===== src/rtl/run_ctrl_pkg.sv =====
`default_nettype none
// ============================================================================
// run_ctrl_pkg : shared state encoding, status codes and parameter defaults
//                for the core run sequencer.
// Revision     : 1.0 - initial release
// ============================================================================
package run_ctrl_pkg;

    localparam int ADDRESS_BITS_DEF = 20;
    localparam int CYCLE_BITS_DEF   = 32;
    localparam int RESET_CYCLES_DEF = 2;
    localparam int START_CYCLES_DEF = 1;

    typedef enum logic [2:0] {
        S_IDLE   = 3'd0,
        S_RSTH   = 3'd1,
        S_START  = 3'd2,
        S_RUN    = 3'd3,
        S_REPORT = 3'd4,
        S_RESULT = 3'd5
    } run_state_e;

    typedef enum logic [1:0] {
        ST_DONE    = 2'b00,
        ST_TIMEOUT = 2'b01,
        ST_ABORT   = 2'b10
    } run_status_e;

endpackage
`default_nettype wire


===== src/rtl/run_cycle_counter.sv =====
`default_nettype none
// ============================================================================
// run_cycle_counter : saturating up-counter with clear/enable and a
//                     terminal-value match flag.
// Revision          : 1.0 - initial release
// ============================================================================
module run_cycle_counter #(
    parameter int CYCLE_BITS = 32
) (
    input  logic                  clk,
    input  logic                  rst_n,
    input  logic                  i_clear,
    input  logic                  i_enable,
    input  logic [CYCLE_BITS-1:0] i_terminal,
    output logic [CYCLE_BITS-1:0] o_count,
    output logic                  o_match
);

    logic [CYCLE_BITS-1:0] count_q, count_d;

    always_comb begin
        count_d = count_q;
        if (i_clear) begin
            count_d = '0;
        end else if (i_enable && (count_q != '1)) begin
            count_d = count_q + CYCLE_BITS'(1);
        end
    end

    always_ff @(posedge clk or negedge rst_n) begin
        if (!rst_n) begin
            count_q <= '0;
        end else begin
            count_q <= count_d;
        end
    end

    assign o_count = count_q;
    assign o_match = (count_q == i_terminal);

endmodule
`default_nettype wire


===== src/rtl/core_run_ctrl.sv =====
`default_nettype none
// ============================================================================
// core_run_ctrl : run sequencer for one RISC-V core (reset, start, run, report).
//                 Budget timeout compiled in only with RUN_CTRL_TIMEOUT_EN.
// Revision      : 1.0 - initial release
// ============================================================================
module core_run_ctrl
    import run_ctrl_pkg::*;
#(
    parameter int ADDRESS_BITS = ADDRESS_BITS_DEF,
    parameter int CYCLE_BITS   = CYCLE_BITS_DEF,
    parameter int RESET_CYCLES = RESET_CYCLES_DEF,
    parameter int START_CYCLES = START_CYCLES_DEF
) (
    input  logic                    clock,
    input  logic                    reset,
    input  logic                    cmd_valid,
    output logic                    cmd_ready,
    input  logic [ADDRESS_BITS-1:0] cmd_prog_address,
    input  logic [CYCLE_BITS-1:0]   cmd_max_cycles,
    input  logic                    abort,
    input  logic                    core_done,
    output logic                    core_reset,
    output logic                    core_start,
    output logic [ADDRESS_BITS-1:0] core_prog_address,
    output logic                    core_report,
    output logic                    busy,
    output logic                    result_valid,
    input  logic                    result_ready,
    output logic [CYCLE_BITS-1:0]   result_cycles,
    output logic [1:0]              result_status
);

    localparam logic [CYCLE_BITS-1:0] c_rsth_last  = CYCLE_BITS'(RESET_CYCLES - 1);
    localparam logic [CYCLE_BITS-1:0] c_start_last = CYCLE_BITS'(START_CYCLES - 1);

    run_state_e              state_q, state_d;
    run_status_e             status_q, status_d;
    logic [ADDRESS_BITS-1:0] addr_q, addr_d;

    logic                  w_cnt_clear;
    logic                  w_cnt_enable;
    logic                  w_cnt_match;
    logic [CYCLE_BITS-1:0] w_cnt_terminal;
    logic [CYCLE_BITS-1:0] w_cnt_value;
    logic [CYCLE_BITS-1:0] w_run_terminal;
    logic                  w_timeout_hit;
    logic                  w_accept;

    assign w_accept = (state_q == S_IDLE) && cmd_valid;

`ifdef RUN_CTRL_TIMEOUT_EN
    logic [CYCLE_BITS-1:0] max_q, max_d;

    always_comb begin
        max_d = max_q;
        if (w_accept) begin
            max_d = cmd_max_cycles;
        end
    end

    always_ff @(posedge clock or negedge reset) begin
        if (!reset) begin
            max_q <= '0;
        end else begin
            max_q <= max_d;
        end
    end

    // Matching count == max-1 is the "count+1 == max" test; max == 0 means unlimited.
    assign w_run_terminal = max_q - CYCLE_BITS'(1);
    assign w_timeout_hit  = (max_q != '0) && w_cnt_match;
`else
    logic unused_max_cycles;
    assign unused_max_cycles = ^cmd_max_cycles;
    assign w_run_terminal    = '0;
    assign w_timeout_hit     = 1'b0;
`endif

    always_comb begin
        w_cnt_terminal = w_run_terminal;
        case (state_q)
            S_RSTH:  w_cnt_terminal = c_rsth_last;
            S_START: w_cnt_terminal = c_start_last;
            default: w_cnt_terminal = w_run_terminal;
        endcase
    end

    run_cycle_counter #(
        .CYCLE_BITS (CYCLE_BITS)
    ) u_counter (
        .clk        (clock),
        .rst_n      (reset),
        .i_clear    (w_cnt_clear),
        .i_enable   (w_cnt_enable),
        .i_terminal (w_cnt_terminal),
        .o_count    (w_cnt_value),
        .o_match    (w_cnt_match)
    );

    always_ff @(posedge clock or negedge reset) begin
        if (!reset) begin
            state_q  <= S_IDLE;
            status_q <= ST_DONE;
            addr_q   <= '0;
        end else begin
            state_q  <= state_d;
            status_q <= status_d;
            addr_q   <= addr_d;
        end
    end

    // The counter keeps running on the RUN exit cycle so the result includes it,
    // then holds through REPORT/RESULT as the reported cycle count.
    always_comb begin
        state_d      = state_q;
        status_d     = status_q;
        addr_d       = addr_q;
        w_cnt_clear  = 1'b0;
        w_cnt_enable = 1'b0;
        case (state_q)
            S_IDLE: begin
                if (w_accept) begin
                    state_d     = S_RSTH;
                    addr_d      = cmd_prog_address;
                    w_cnt_clear = 1'b1;
                end
            end
            S_RSTH: begin
                if (abort) begin
                    state_d     = S_RESULT;
                    status_d    = ST_ABORT;
                    w_cnt_clear = 1'b1;
                end else if (w_cnt_match) begin
                    state_d     = S_START;
                    w_cnt_clear = 1'b1;
                end else begin
                    w_cnt_enable = 1'b1;
                end
            end
            S_START: begin
                if (abort) begin
                    state_d     = S_RESULT;
                    status_d    = ST_ABORT;
                    w_cnt_clear = 1'b1;
                end else if (w_cnt_match) begin
                    state_d     = S_RUN;
                    w_cnt_clear = 1'b1;
                end else begin
                    w_cnt_enable = 1'b1;
                end
            end
            S_RUN: begin
                w_cnt_enable = 1'b1;
                if (core_done) begin
                    state_d  = S_REPORT;
                    status_d = ST_DONE;
                end else if (w_timeout_hit) begin
                    state_d  = S_REPORT;
                    status_d = ST_TIMEOUT;
                end else if (abort) begin
                    state_d  = S_REPORT;
                    status_d = ST_ABORT;
                end
            end
            S_REPORT: state_d = S_RESULT;
            S_RESULT: begin
                if (result_ready) begin
                    state_d = S_IDLE;
                end
            end
            default: state_d = S_IDLE;
        endcase
    end

    always_comb begin
        cmd_ready         = (state_q == S_IDLE);
        core_reset        = (state_q == S_IDLE) || (state_q == S_RSTH);
        core_start        = (state_q == S_START);
        core_report       = (state_q == S_REPORT);
        busy              = (state_q != S_IDLE);
        result_valid      = (state_q == S_RESULT);
        result_cycles     = (state_q == S_RESULT) ? w_cnt_value : '0;
        result_status     = (state_q == S_RESULT) ? status_q : ST_DONE;
        core_prog_address = addr_q;
    end

endmodule
`default_nettype wire

===== config.mk =====
export PLATFORM = sky130hd
export DESIGN_NAME = core_run_ctrl
export DESIGN_NICKNAME = d
export VERILOG_FILES = /design/src/rtl/run_ctrl_pkg.sv /design/src/rtl/run_cycle_counter.sv /design/src/rtl/core_run_ctrl.sv
export SDC_FILE = /design/constraint.sdc
export NUM_CORES = 1
export LEC_CHECK = 0
export BUFFER_PORTS_ARGS = -buffer_cell sky130_fd_sc_hd__buf_2
export CAP_MARGIN = 20
export CELL_PAD_IN_SITES_DETAIL_PLACEMENT = 1
export CELL_PAD_IN_SITES_GLOBAL_PLACEMENT = 2
export CORE_ASPECT_RATIO = 1.2
export CORE_MARGIN = 2
export CORE_UTILIZATION = 30
export CTS_CLUSTER_SIZE = 8
export DETAILED_ROUTE_END_ITERATION = 10
export PLACE_DENSITY_LB_ADDON = 0.1
export SYNTH_ARGS = -nofsm -noshare
export SYNTH_HDL_FRONTEND = slang
export SYNTH_SLANG_ARGS = --single-unit

===== constraint.sdc =====
create_clock -name clock -period 3.1 [get_ports clock]
set_clock_uncertainty 0.2 [all_clocks]
set_input_delay 0.62 -clock clock [delete_from_list [all_inputs] [get_ports clock]]
set_output_delay 0.62 -clock clock [all_outputs]
set_load 0.02 [all_outputs]

======== Word level (Yosys, flattened, before mapping) ========
Index checks and enable logic that the tools add are counted.
word-level totals
  register bits ........................... 57
  logic and storage cells ................. 51
cells by class
  equality and inequality tests ........... 12
  $add $sub $neg .......................... 1
  reductions and logical operators ........ 10
  mux-type cells .......................... 24
operators with widths
  operator                 number
  $mux W32                 3
  $add A32 B1 Y32 const B  1
  $eq A32 B1 Y1            1
  $ne A32 B32 Y1 const B   1
  $mux W3                  8
  $pmux W3 S6              1
  $eq A3 B2 Y1 const B     2
  $eq A3 B3 Y1 const B     2
  $mux W1                  6
  $mux W2                  3
  $ne A3 B2 Y1 const B     2
  $reduce_and A5 Y1        1
  $ne A2 B1 Y1 const B     2
  $pmux W1 S2              2
  $pmux W2 S2              1
  $reduce_bool A2 Y1       2
  $eq A3 B1 Y1 const B     1
  $logic_not A3 Y1         1
  $ne A3 B3 Y1 const B     1
  $reduce_bool A3 Y1       1
  $logic_and A1 B1 Y1      2
  $reduce_and A2 Y1        1
  $reduce_or A2 Y1         1
  $logic_or A1 B1 Y1       1

======== Depth between registers and ports, before layout ========
Gate-level depths: netlist of the first run.
  depth after elaboration ................. 9
  depth in mapped cells ................... 9

======== Cells and area by module ========
From an unflattened synthesis of the first run, not the netlist that was laid out.
second synthesis, totals
  cell total of the unflattened synthesis .. 365
  area total of the unflattened synthesis .. 3594.7 sq um
by module, submodules not included
  module             cells each  seq. area each (sq um)  area an instance (sq um)  instances
  run_cycle_counter  239         800.8                   2164.6                    1
  core_run_ctrl      126         625.6                   1430.1                    1

======== Worst setup path before layout of the first run ========
OpenSTA, ideal clock, no wires.
  kind .................................... register to output
  start ................................... register state_q[2]
  end ..................................... output result_cycles[23]
  path buffers ............................ 2
  stages on the path, launching flop included .. 5
  data arrival time ....................... 1461 ps
  setup slack ............................. 819 ps
  required time ........................... 2280 ps
  path through ............................ dfrtp_1 clkbuf_1 nor2b_1 clkbuf_1 and3_1
between the ends
  word-level cells in the longest chain between the ends .. 2
RTL lines
  item                    line                  RTL
  from (decl)             core_run_ctrl.sv:37   run_state_e state_q, state_d;
  from (signal assigned)  core_run_ctrl.sv:107  state_q <= state_d;
  $eq A3 B3 Y1            core_run_ctrl.sv:183  result_cycles = (state_q == S_RESULT) ? w_cnt_value : '0;
  $mux W32                core_run_ctrl.sv:183
  to (decl)               core_run_ctrl.sv:30   output logic [CYCLE_BITS-1:0] result_cycles,
Every way passes these cells.

======== Final worst setup path of the first run ========
  start ................................... register state_q[1]
  end ..................................... register u_counter.count_q[23], in the netlist u_counter.o_count[23]
between the ends
  word-level cells in the longest chain between the ends .. 8
RTL lines
  item                          line                                        RTL
  $eq A3 B1 Y1                  core_run_ctrl.sv:82, core_run_ctrl.sv:121
  $mux W1                       core_run_ctrl.sv:82                         case (state_q)
  $eq A32 B1 Y1                 run_cycle_counter.sv:39                     assign o_match = (count_q == i_terminal);
  $mux W1                       core_run_ctrl.sv:134, core_run_ctrl.sv:146
  $mux W1                       core_run_ctrl.sv:142                        if (abort) begin
  $pmux W1 S2                   core_run_ctrl.sv:121                        case (state_q)
  $logic_and A1 B1 Y1           run_cycle_counter.sv:25                     end else if (i_enable && (count_q != '1)) begin
  $reduce_bool A2 Y1 (no line)  n/a
  to (signal assigned)          run_cycle_counter.sv:34                     count_q <= count_d;
  to (decl)                     run_cycle_counter.sv:19                     logic [CYCLE_BITS-1:0] count_q, count_d;
Several ways; a longest one is shown, not always the timed one.
A chain may end at the register's enable or synchronous reset.

==> results of run 1 <==
==> sequential cells by signal, indices dropped and copies added (netlist names) <==
signal,flops
core_prog_address,20
u_counter.o_count,32
state_q,3
status_q,2
==> worst paths after layout <==
path,from,to,slack (ps),cells after the start
max reg2reg,state_q[1],u_counter.o_count[23],470,6
min in group clock,core_prog_address[0],core_prog_address[0],300,1
max,state_q[1],u_counter.o_count[23],470,6
max in group asynchronous,reset,u_counter.o_count[9],1920,2
min reg2reg,core_prog_address[0],core_prog_address[0],300,1
min,reset,core_prog_address[16],90,1
==> cells in the final DEF (no fill, tap or decap), types with 11 or more instances in the layout <==
master / count
nand3_1: 20
a21oi_1: 21
mux2_2: 20
buf_4: 15
or4_1: 14
nand2_1: 23
buf_2: 85
nor4_1: 11
dfrtp_1: 57
and3_1: 39
o31ai_1: 15
==> power by group <==
part	switching [mW]	leakage [nW]	internal, mW
logic	0.929	1.14	0.533
clock network	0.391	0.153	0.710
registers	0.126	0.743	0.910
total	1.45	2.04	2.15
==> cell type report <==
| type | instances | area, sq um | share of cell area |
|---|---|---|---|
| Clock buffer | 9 | 225.2 | 0.05280 |
| Clock inverter | 7 | 101.3 | 0.02376 |
| Inverter | 5 | 18.77 | 0.004400 |
| Multi-Input combinational cell | 258 | 1770 | 0.4151 |
| Sequential cell | 57 | 1426 | 0.3344 |
| Tap cell | 132 | 165.2 | 0.03872 |
| Timing Repair Buffer | 101 | 558.0 | 0.1308 |
==> worst max-delay path: cells and delay by family (launching register included) <==
family	cells	cell delay [ps]
AO/OA/AOI/OAI	3	1080
buffers and inverters	1	310
flip-flops	1	610
multiplexers	1	240
AND/OR/NAND/NOR	1	70
==> routing by layer <==
metal | share of wire | global-route usage | vias up
met3 | 0.036 | 0.03844 | 8
met2 | 0.48 | 0.2995 | 83
met4 | 0.010 | 0.04880 | 0
li1 | - | - | 1507
met5 | 0 | 0 | -
met1 | 0.47 | 0.2389 | 1559
==> stage by stage <==
stage	cell area, sq um	setup slack, ps	std cells	hold slack (ps)
after floorplan	3357	819.0	349	124.4
after global placement	3939	420.5	553	282.8
after detailed placement	3939	360.2	553	293.6
after CTS	4265	427.4	569	117.3
after global routing	4265	223.7	569	146.5
final	4265	470.2	569	89.94
==> cell families (layout without fill, tap and decap cells) <==
kind of cell             after synthesis  after routing  synth area share
AND/OR/NAND/NOR                      157            157            0.2829
AO/OA/AOI/OAI                         70             70            0.1428
flip-flops                            57             57            0.4249
buffers and inverters                 34            122           0.04920
multiplexers                          29             29           0.09393
adder cells (fa/ha/maj)                1              1          0.003727
XOR/XNOR                               1              1          0.002609
==> impl_results.html, run 1 <==
<table>
<tr><th>Metric</th><th>Value</th></tr>
<tr><th colspan="2">Synthesis</th></tr>
<tr><td>Synthesis Warnings</td><td>0</td></tr>
<tr><td>Biggest area contributors in the synthesized netlist</td><td>dfrtp_1 42%, and3_1 7.3%, mux2_2 6.7%</td></tr>
<tr><td>Cell type with the highest aggregate area in the netlist</td><td>dfrtp_1</td></tr>
<tr><td>Syn Std Cell Area</td><td>3357 sq um</td></tr>
<tr><td>Synthesized area divided by synthesized cell count</td><td>~9.6 sq um</td></tr>
<tr><td>Leading cell type by number of instances after synthesis</td><td>dfrtp_1</td></tr>
<tr><td>Commonest cells in the synthesized netlist</td><td>57 x dfrtp_1, 39 x and3_1, 23 x nand2_1</td></tr>
<tr><td>Sequential element share of the synthesized area</td><td>0.4249</td></tr>
<tr><td>Number of flops mapped to enable cells by yosys</td><td>0</td></tr>
<tr><td>Cell variety after synth</td><td>51</td></tr>
<tr><td>Fraction of registers with async set/reset</td><td>1.000</td></tr>
<tr><td>Seq cells post-synth</td><td>57</td></tr>
<tr><td>Gate count after technology mapping</td><td>between 300 and 400</td></tr>
<tr><td>Most used DFF post-synth</td><td>dfrtp_1</td></tr>
<tr><td>Synth Net Count</td><td>a little over 400</td></tr>
<tr><td>Area share of the largest cell type after synthesis</td><td>0.4249</td></tr>
<tr><th colspan="2">Floorplan</th></tr>
<tr><td>Placeable core region</td><td>10980 sq um</td></tr>
<tr><td>Die ar.</td><td>~12000 sq um</td></tr>
<tr><td>Io pins</td><td>approximately 120</td></tr>
<tr><td>Initial Utilization</td><td>0.3057</td></tr>
<tr><td>FP Rows</td><td>between 40 and 50</td></tr>
<tr><td>Die height</td><td>between 100 and 150 um</td></tr>
<tr><td>Die width</td><td>100.6 um</td></tr>
<tr><th colspan="2">Flow run</th></tr>
<tr><td>Max-capacitance violation count</td><td>0</td></tr>
<tr><th colspan="2">STA</th></tr>
<tr><td>Fin crit period</td><td>roughly 2600 ps</td></tr>
<tr><td>Post-Route Setup TNS</td><td>0 ps</td></tr>
<tr><td>Slew headroom</td><td>0.4275</td></tr>
<tr><td>Post-route clock period utilization</td><td>0.8483</td></tr>
<tr><td>Slew @ Worst Pin</td><td>858.8 ps</td></tr>
<tr><td>Final Max Slew Viols</td><td>0</td></tr>
<tr><td>Setup Viol. Count Final</td><td>0</td></tr>
<tr><td>Unrepaired setup endpoints after global routing</td><td>no</td></tr>
<tr><td>Fmax achieved</td><td>approximately 380 MHz</td></tr>
<tr><td>Final hold vios</td><td>0</td></tr>
<tr><th colspan="2">Critical path</th></tr>
<tr><td>Arr. time, crit path</td><td>2650 ps</td></tr>
<tr><td>Cell Chain, Critical Path</td><td>mux2i_1, o21ai_0, a32oi_1, buf_4, nand2b_1, o41ai_1</td></tr>
<tr><td>Critical path fanouts, max</td><td>13</td></tr>
<tr><td>Delay of the slowest critical-path stage</td><td>a little under 700 ps</td></tr>
<tr><td>Library cell contributing the largest single delay on the critical path</td><td>a32oi_1</td></tr>
<tr><td>Critical path type</td><td>reg2reg</td></tr>
<tr><td>Worst endpoint required time</td><td>3120 ps</td></tr>
<tr><td>Endpoint kind of the worst setup timing path</td><td>flip-flop</td></tr>
<tr><td>Startpoint types</td><td>flip-flop</td></tr>
<tr><th colspan="2">Clock tree</th></tr>
<tr><td>Clock buffer count from CTS</td><td>9</td></tr>
<tr><td>Clock tree from TritonCTS</td><td>built</td></tr>
<tr><td>H-Tree Depth</td><td>3</td></tr>
<tr><td>Hold buffer count at cts</td><td>0</td></tr>
<tr><td>Clock root buffer</td><td>clkbuf_16</td></tr>
<tr><td>Longest Clk Path Bufs</td><td>2</td></tr>
<tr><td>Post-CTS setup buffer count</td><td>0</td></tr>
<tr><td>Clock network latency to the later pin of the worst-skew pair</td><td>roughly 330 ps</td></tr>
<tr><td>TritonCTS sink count</td><td>57</td></tr>
<tr><td>Clk slew on worst S/H paths</td><td>around 60 ps</td></tr>
<tr><td>Cts repair resizes</td><td>0</td></tr>
<tr><th colspan="2">GRT</th></tr>
<tr><td>First-pass GRT wire length</td><td>17.11 mm</td></tr>
<tr><td>Antenna violations before repair</td><td>0</td></tr>
<tr><td>Maximum number of pins on one net before global-route repair</td><td>50</td></tr>
<tr><td>Aggregate global routing overflow</td><td>0</td></tr>
<tr><td>Number of global-route vias before repair</td><td>approximately 3300</td></tr>
<tr><td>Total global routing track utilization</td><td>0.1811</td></tr>
<tr><th colspan="2">Pwr</th></tr>
<tr><td>Pwr per Cell Area</td><td>~840 nW/um^2</td></tr>
<tr><td>Leakage power summed over all cells</td><td>about 2 nW</td></tr>
<tr><td>Final total power</td><td>~3.6 mW</td></tr>
<tr><td>IR drop worst, VDD</td><td>roughly 300 uV</td></tr>
<tr><th colspan="2">Detailed routing</th></tr>
<tr><td>Post-DR vias/cell</td><td>~5.5</td></tr>
<tr><td>Average detailed-routed wire length per instance</td><td>roughly 18 um</td></tr>
<tr><td>Number of DRC markers in iteration 0</td><td>about 120</td></tr>
<tr><td>Total via count after detailed routing</td><td>between 3000 and 4000</td></tr>
<tr><td>Detail Route Antenna Nets</td><td>0</td></tr>
<tr><td>Detailed-route DRC error count</td><td>0</td></tr>
<tr><td>1st-pass router iterations</td><td>5</td></tr>
<tr><td>Post-Route WL</td><td>roughly 10 mm</td></tr>
<tr><th colspan="2">Layout</th></tr>
<tr><td>Share of final-layout standard cells stronger than drive strength 1</td><td>0.3364</td></tr>
<tr><td>Diode insertion count for antenna repair</td><td>0</td></tr>
<tr><td>Core occupancy in the finished layout</td><td>0.3884</td></tr>
<tr><td>Fill count</td><td>between 1000 and 1500</td></tr>
<tr><td>P&amp;R area growth vs syn</td><td>27.06%</td></tr>
<tr><td>Final net count</td><td>slightly below 500</td></tr>
<tr><th colspan="2">Run status</th></tr>
<tr><td>Status</td><td>complete, no violations</td></tr>
<tr><th colspan="2">Placement</th></tr>
<tr><td>Count of buffers inserted at the top-level ports</td><td>85</td></tr>
<tr><td>Final weighted congestion in routability-driven placement</td><td>roughly 0.78</td></tr>
<tr><td>Final HPWL DP</td><td>a little over 7 mm</td></tr>
<tr><th colspan="2">Hold path</th></tr>
<tr><td>Path category of the worst min-delay check</td><td>in2async</td></tr>
</table>
Note: power is estimated with default switching activity, not from simulation.
==> run 2: changes to the inputs <==
clock period = 2.5 ns   (was 3.1 ns; I/O delays follow)
==> run 2 against run 1 <==
  * Sequential share of layout area shrank 0.49 points
  * Setup slack lost 370 ps
  * Total power grew 22%
  * Die area is the same
  * Critical path type is now reg2out
==> impl_results.html, run 2 (synthesized netlist as in run 1, its figures left out) <==
<table>
<tr><th>Metric</th><th>Value</th></tr>
<tr><th colspan="2">Critical path</th></tr>
<tr><td>Cell Chain, Critical Path</td><td>buf_4, buf_4, and3_1, buf_2 (was mux2i_1, o21ai_0, a32oi_1, buf_4, nand2b_1, o41ai_1)</td></tr>
<tr><td>Worst endpoint required time</td><td>1800 ps (was 3120 ps)</td></tr>
<tr><td>Number of buffers and inverters on the critical path</td><td>3 (was 1)</td></tr>
<tr><td>Critical path fanouts, max</td><td>29 (was 13)</td></tr>
<tr><td>Startpoint types</td><td>flip-flop (unchanged)</td></tr>
<tr><td>Arr. time, crit path</td><td>1700 ps (was 2650 ps)</td></tr>
<tr><td>Endpoint kind of the worst setup timing path</td><td>output port (was flip-flop)</td></tr>
<tr><td>Delay of the slowest critical-path stage</td><td>450 ps (was 690 ps)</td></tr>
<tr><td>Critical path type</td><td>reg2out (was reg2reg)</td></tr>
<tr><td>Cell occurring most often along the worst timing path</td><td>buf_4</td></tr>
<tr><td>Library cell contributing the largest single delay on the critical path</td><td>dfrtp_1 (was a32oi_1)</td></tr>
<tr><td>Kind of cell with the highest combined delay on the critical path</td><td>buffers and inverters (was compound AO/OA/AOI/OAI gates)</td></tr>
<tr><th colspan="2">Clock tree</th></tr>
<tr><td>H-Tree Depth</td><td>3 (unchanged)</td></tr>
<tr><td>Clock network latency to the later pin of the worst-skew pair</td><td>340 ps (was 330 ps)</td></tr>
<tr><td>Clock tree from TritonCTS</td><td>built (unchanged)</td></tr>
<tr><td>TritonCTS sink count</td><td>57 (unchanged)</td></tr>
<tr><td>Post-CTS setup buffer count</td><td>0 (unchanged)</td></tr>
<tr><td>Clk slew on worst S/H paths</td><td>50 ps (was 60 ps)</td></tr>
<tr><td>Hold buffer count at cts</td><td>0 (unchanged)</td></tr>
<tr><td>Clock buffer count from CTS</td><td>9 (unchanged)</td></tr>
<tr><td>Clock root buffer</td><td>clkbuf_16 (unchanged)</td></tr>
<tr><td>Longest Clk Path Bufs</td><td>2 (unchanged)</td></tr>
<tr><th colspan="2">Detailed routing</th></tr>
<tr><td>Detail Route Antenna Nets</td><td>0 (unchanged)</td></tr>
<tr><td>Number of DRC markers in iteration 0</td><td>75 (was 124)</td></tr>
<tr><td>Post-Route WL</td><td>10.20 mm (was 10.40 mm)</td></tr>
<tr><td>1st-pass router iterations</td><td>4 (was 5)</td></tr>
<tr><td>Average detailed-routed wire length per instance</td><td>17.61 um (was 18.28 um)</td></tr>
<tr><td>Detailed-route DRC error count</td><td>0 (unchanged)</td></tr>
<tr><td>Total via count after detailed routing</td><td>3143 (was 3157)</td></tr>
<tr><td>Post-DR vias/cell</td><td>5.428 (was 5.548)</td></tr>
<tr><th colspan="2">Pwr</th></tr>
<tr><td>Portion of total power attributed to the clock network</td><td>0.287 (was 0.306)</td></tr>
<tr><td>Sw power</td><td>1.780 mW (was 1.446 mW)</td></tr>
<tr><td>Share of total power in combinational logic</td><td>0.426 (was 0.406)</td></tr>
<tr><td>Final total power</td><td>4.398 mW (was 3.600 mW)</td></tr>
<tr><td>Pwr per Cell Area</td><td>1013 nW/um^2 (was 843.9 nW/um^2)</td></tr>
<tr><td>Leakage power summed over all cells</td><td>2.085 nW (was 2.041 nW)</td></tr>
<tr><td>IR drop worst, VDD</td><td>371.8 uV (was 297.6 uV)</td></tr>
<tr><td>Internal power component</td><td>2.618 mW (was 2.153 mW)</td></tr>
<tr><td>Switching share of power</td><td>0.4047 (was 0.4018)</td></tr>
<tr><td>Relative contribution of sequential cells to total power</td><td>0.286 (was 0.288)</td></tr>
<tr><th colspan="2">GRT</th></tr>
<tr><td>First-pass GRT wire length</td><td>16.33 mm (was 17.11 mm)</td></tr>
<tr><td>Antenna violations before repair</td><td>0 (unchanged)</td></tr>
<tr><td>Number of global-route vias before repair</td><td>3162 (was 3278)</td></tr>
<tr><td>Met1 routing resource usage after global routing</td><td>0.2314 (was 0.2389)</td></tr>
<tr><td>Met2 global-route usage</td><td>0.2756 (was 0.2995)</td></tr>
<tr><td>Total global routing track utilization</td><td>0.1736 (was 0.1811)</td></tr>
<tr><td>Maximum number of pins on one net before global-route repair</td><td>58 (was 50)</td></tr>
<tr><td>Aggregate global routing overflow</td><td>0 (unchanged)</td></tr>
<tr><td>M3 GR Usage</td><td>0.03902 (was 0.03844)</td></tr>
<tr><td>Layer carrying the most global-route usage</td><td>met2 (unchanged)</td></tr>
<tr><th colspan="2">Layout</th></tr>
<tr><td>Final standard cell count with taps included and fillers excluded</td><td>579 (was 569)</td></tr>
<tr><td>P&amp;R area growth vs syn</td><td>29.30% (was 27.06%)</td></tr>
<tr><td>Diode insertion count for antenna repair</td><td>0 (unchanged)</td></tr>
<tr><td>Area occupied by multi-input gates</td><td>1777 sq um (was 1770 sq um)</td></tr>
<tr><td>Max reg flops</td><td>32 (unchanged)</td></tr>
<tr><td>Fill count</td><td>1287 (was 1271)</td></tr>
<tr><td>Most common library cell in the layout ignoring fill and taps</td><td>buf_2 (unchanged)</td></tr>
<tr><td>Most frequent cells in the layout</td><td>85 x buf_2, 54 x dfrtp_1, 39 x and3_1 (was 85 x buf_2, 57 x dfrtp_1, 39 x and3_1)</td></tr>
<tr><td>Sequential cell area</td><td>1430 sq um (was 1426 sq um)</td></tr>
<tr><td>Final Cell Area</td><td>4340 sq um (was 4265 sq um)</td></tr>
<tr><td>Final net count</td><td>501 (was 491)</td></tr>
<tr><td>Share of final-layout standard cells stronger than drive strength 1</td><td>0.3602 (was 0.3364)</td></tr>
<tr><th colspan="2">Floorplan</th></tr>
<tr><td>Die width</td><td>100.6 um (unchanged)</td></tr>
<tr><td>Die height</td><td>119.9 um (unchanged)</td></tr>
<tr><td>Placeable core region</td><td>10980 sq um (unchanged)</td></tr>
<tr><td>FP Rows</td><td>42 (unchanged)</td></tr>
<tr><td>Initial Utilization</td><td>0.3057 (unchanged)</td></tr>
<tr><td>Die ar.</td><td>12060 sq um (unchanged)</td></tr>
<tr><td>Io pins</td><td>118 (unchanged)</td></tr>
<tr><th colspan="2">STA</th></tr>
<tr><td>Post-Route Setup TNS</td><td>0 ps (unchanged)</td></tr>
<tr><td>Setup Viol. Count Final</td><td>0 (unchanged)</td></tr>
<tr><td>Slew @ Worst Pin</td><td>852.6 ps (was 858.8 ps)</td></tr>
<tr><td>Final Max Slew Viols</td><td>0 (unchanged)</td></tr>
<tr><td>Slew headroom</td><td>0.4316 (was 0.4275)</td></tr>
<tr><td>Post-route clock period utilization</td><td>0.9615</td></tr>
<tr><td>Fin worst setup slack</td><td>96.17 ps (was 470.2 ps)</td></tr>
<tr><td>Unrepaired setup endpoints after global routing</td><td>yes (was no)</td></tr>
<tr><td>Fmax achieved</td><td>~420 MHz</td></tr>
<tr><td>Final hold vios</td><td>0 (unchanged)</td></tr>
<tr><td>Fin crit period</td><td>around 2400 ps</td></tr>
<tr><th colspan="2">Placement</th></tr>
<tr><td>Count of buffers inserted at the top-level ports</td><td>85 (unchanged)</td></tr>
<tr><td>Final weighted congestion in routability-driven placement</td><td>0.7276 (was 0.7787)</td></tr>
<tr><td>Final HPWL DP</td><td>7.005 mm (was 7.115 mm)</td></tr>
<tr><td>Area of placed instances</td><td>4026 sq um (was 3939 sq um)</td></tr>
<tr><td># placed instances</td><td>563 (was 553)</td></tr>
<tr><td>Worst slack at placement</td><td>133.2 ps (was 360.2 ps)</td></tr>
<tr><th colspan="2">Flow run</th></tr>
<tr><td>Max-capacitance violation count</td><td>0 (unchanged)</td></tr>
<tr><th colspan="2">Hold path</th></tr>
<tr><td>Path category of the worst min-delay check</td><td>in2async (unchanged)</td></tr>
<tr><th colspan="2">Run status</th></tr>
<tr><td>Status</td><td>complete, no violations (unchanged)</td></tr>
</table>
run 2: final timing paths:
check	startpoint	end	slack, ps	cells past startpoint
max reg2reg	u_counter.o_count[2]	u_counter.o_count[24]	120	7
max	state_q[0]	result_cycles[30]	100	4
min	reset	core_prog_address[16]	100	2
min reg2reg	core_prog_address[4]	core_prog_address[4]	300	1
min in group clock	cmd_prog_address[0]	core_prog_address[0]	190	2
max in group asynchronous	reset	state_q[2]	1420	2
run 2: what timing repair did:
action,4_1_cts,5_1_grt
pin swaps,0,0
endpoints found under the hold margin,0,0
setup endpoints to repair,1,6
resized for setup,1,5
run 2: power by group through the flow:
stage                     registers [mW]  logic (mW)  clock network [mW]
after CTS                           1.26        1.91                1.30
final                               1.26        1.88                1.26
after global placement              1.26        1.88                   0
after detailed placement            1.28        1.90                   0
after floorplan                     1.45       0.975                   0
after global routing                1.29        2.07                1.34
run 2: per-layer routing:
layer | vias up | wire, um
met2 | 73 | 4758
li1 | 1525 | -
met4 | 0 | 142
met1 | 1535 | 4846
met5 | - | 0
met3 | 10 | 450
run 2: area by class of cell:
cell class	instances	area share
clock inverters	7	0.01816
clock buffers	9	0.05189
inverters	5	0.004324
well taps	132	0.03805
multi-input cells	258	0.4093
repair buffers	111	0.1487
flip-flops and latches	57	0.3295
run 2: stage by stage:
stage,utilization,hold slack [ps]
after global placement,0.3666,281.7
after floorplan,-,4.409
after CTS,0.3947,161.5
after detailed placement,0.3666,284.7
final,0.3952,96.12
after global routing,0.3952,186.7
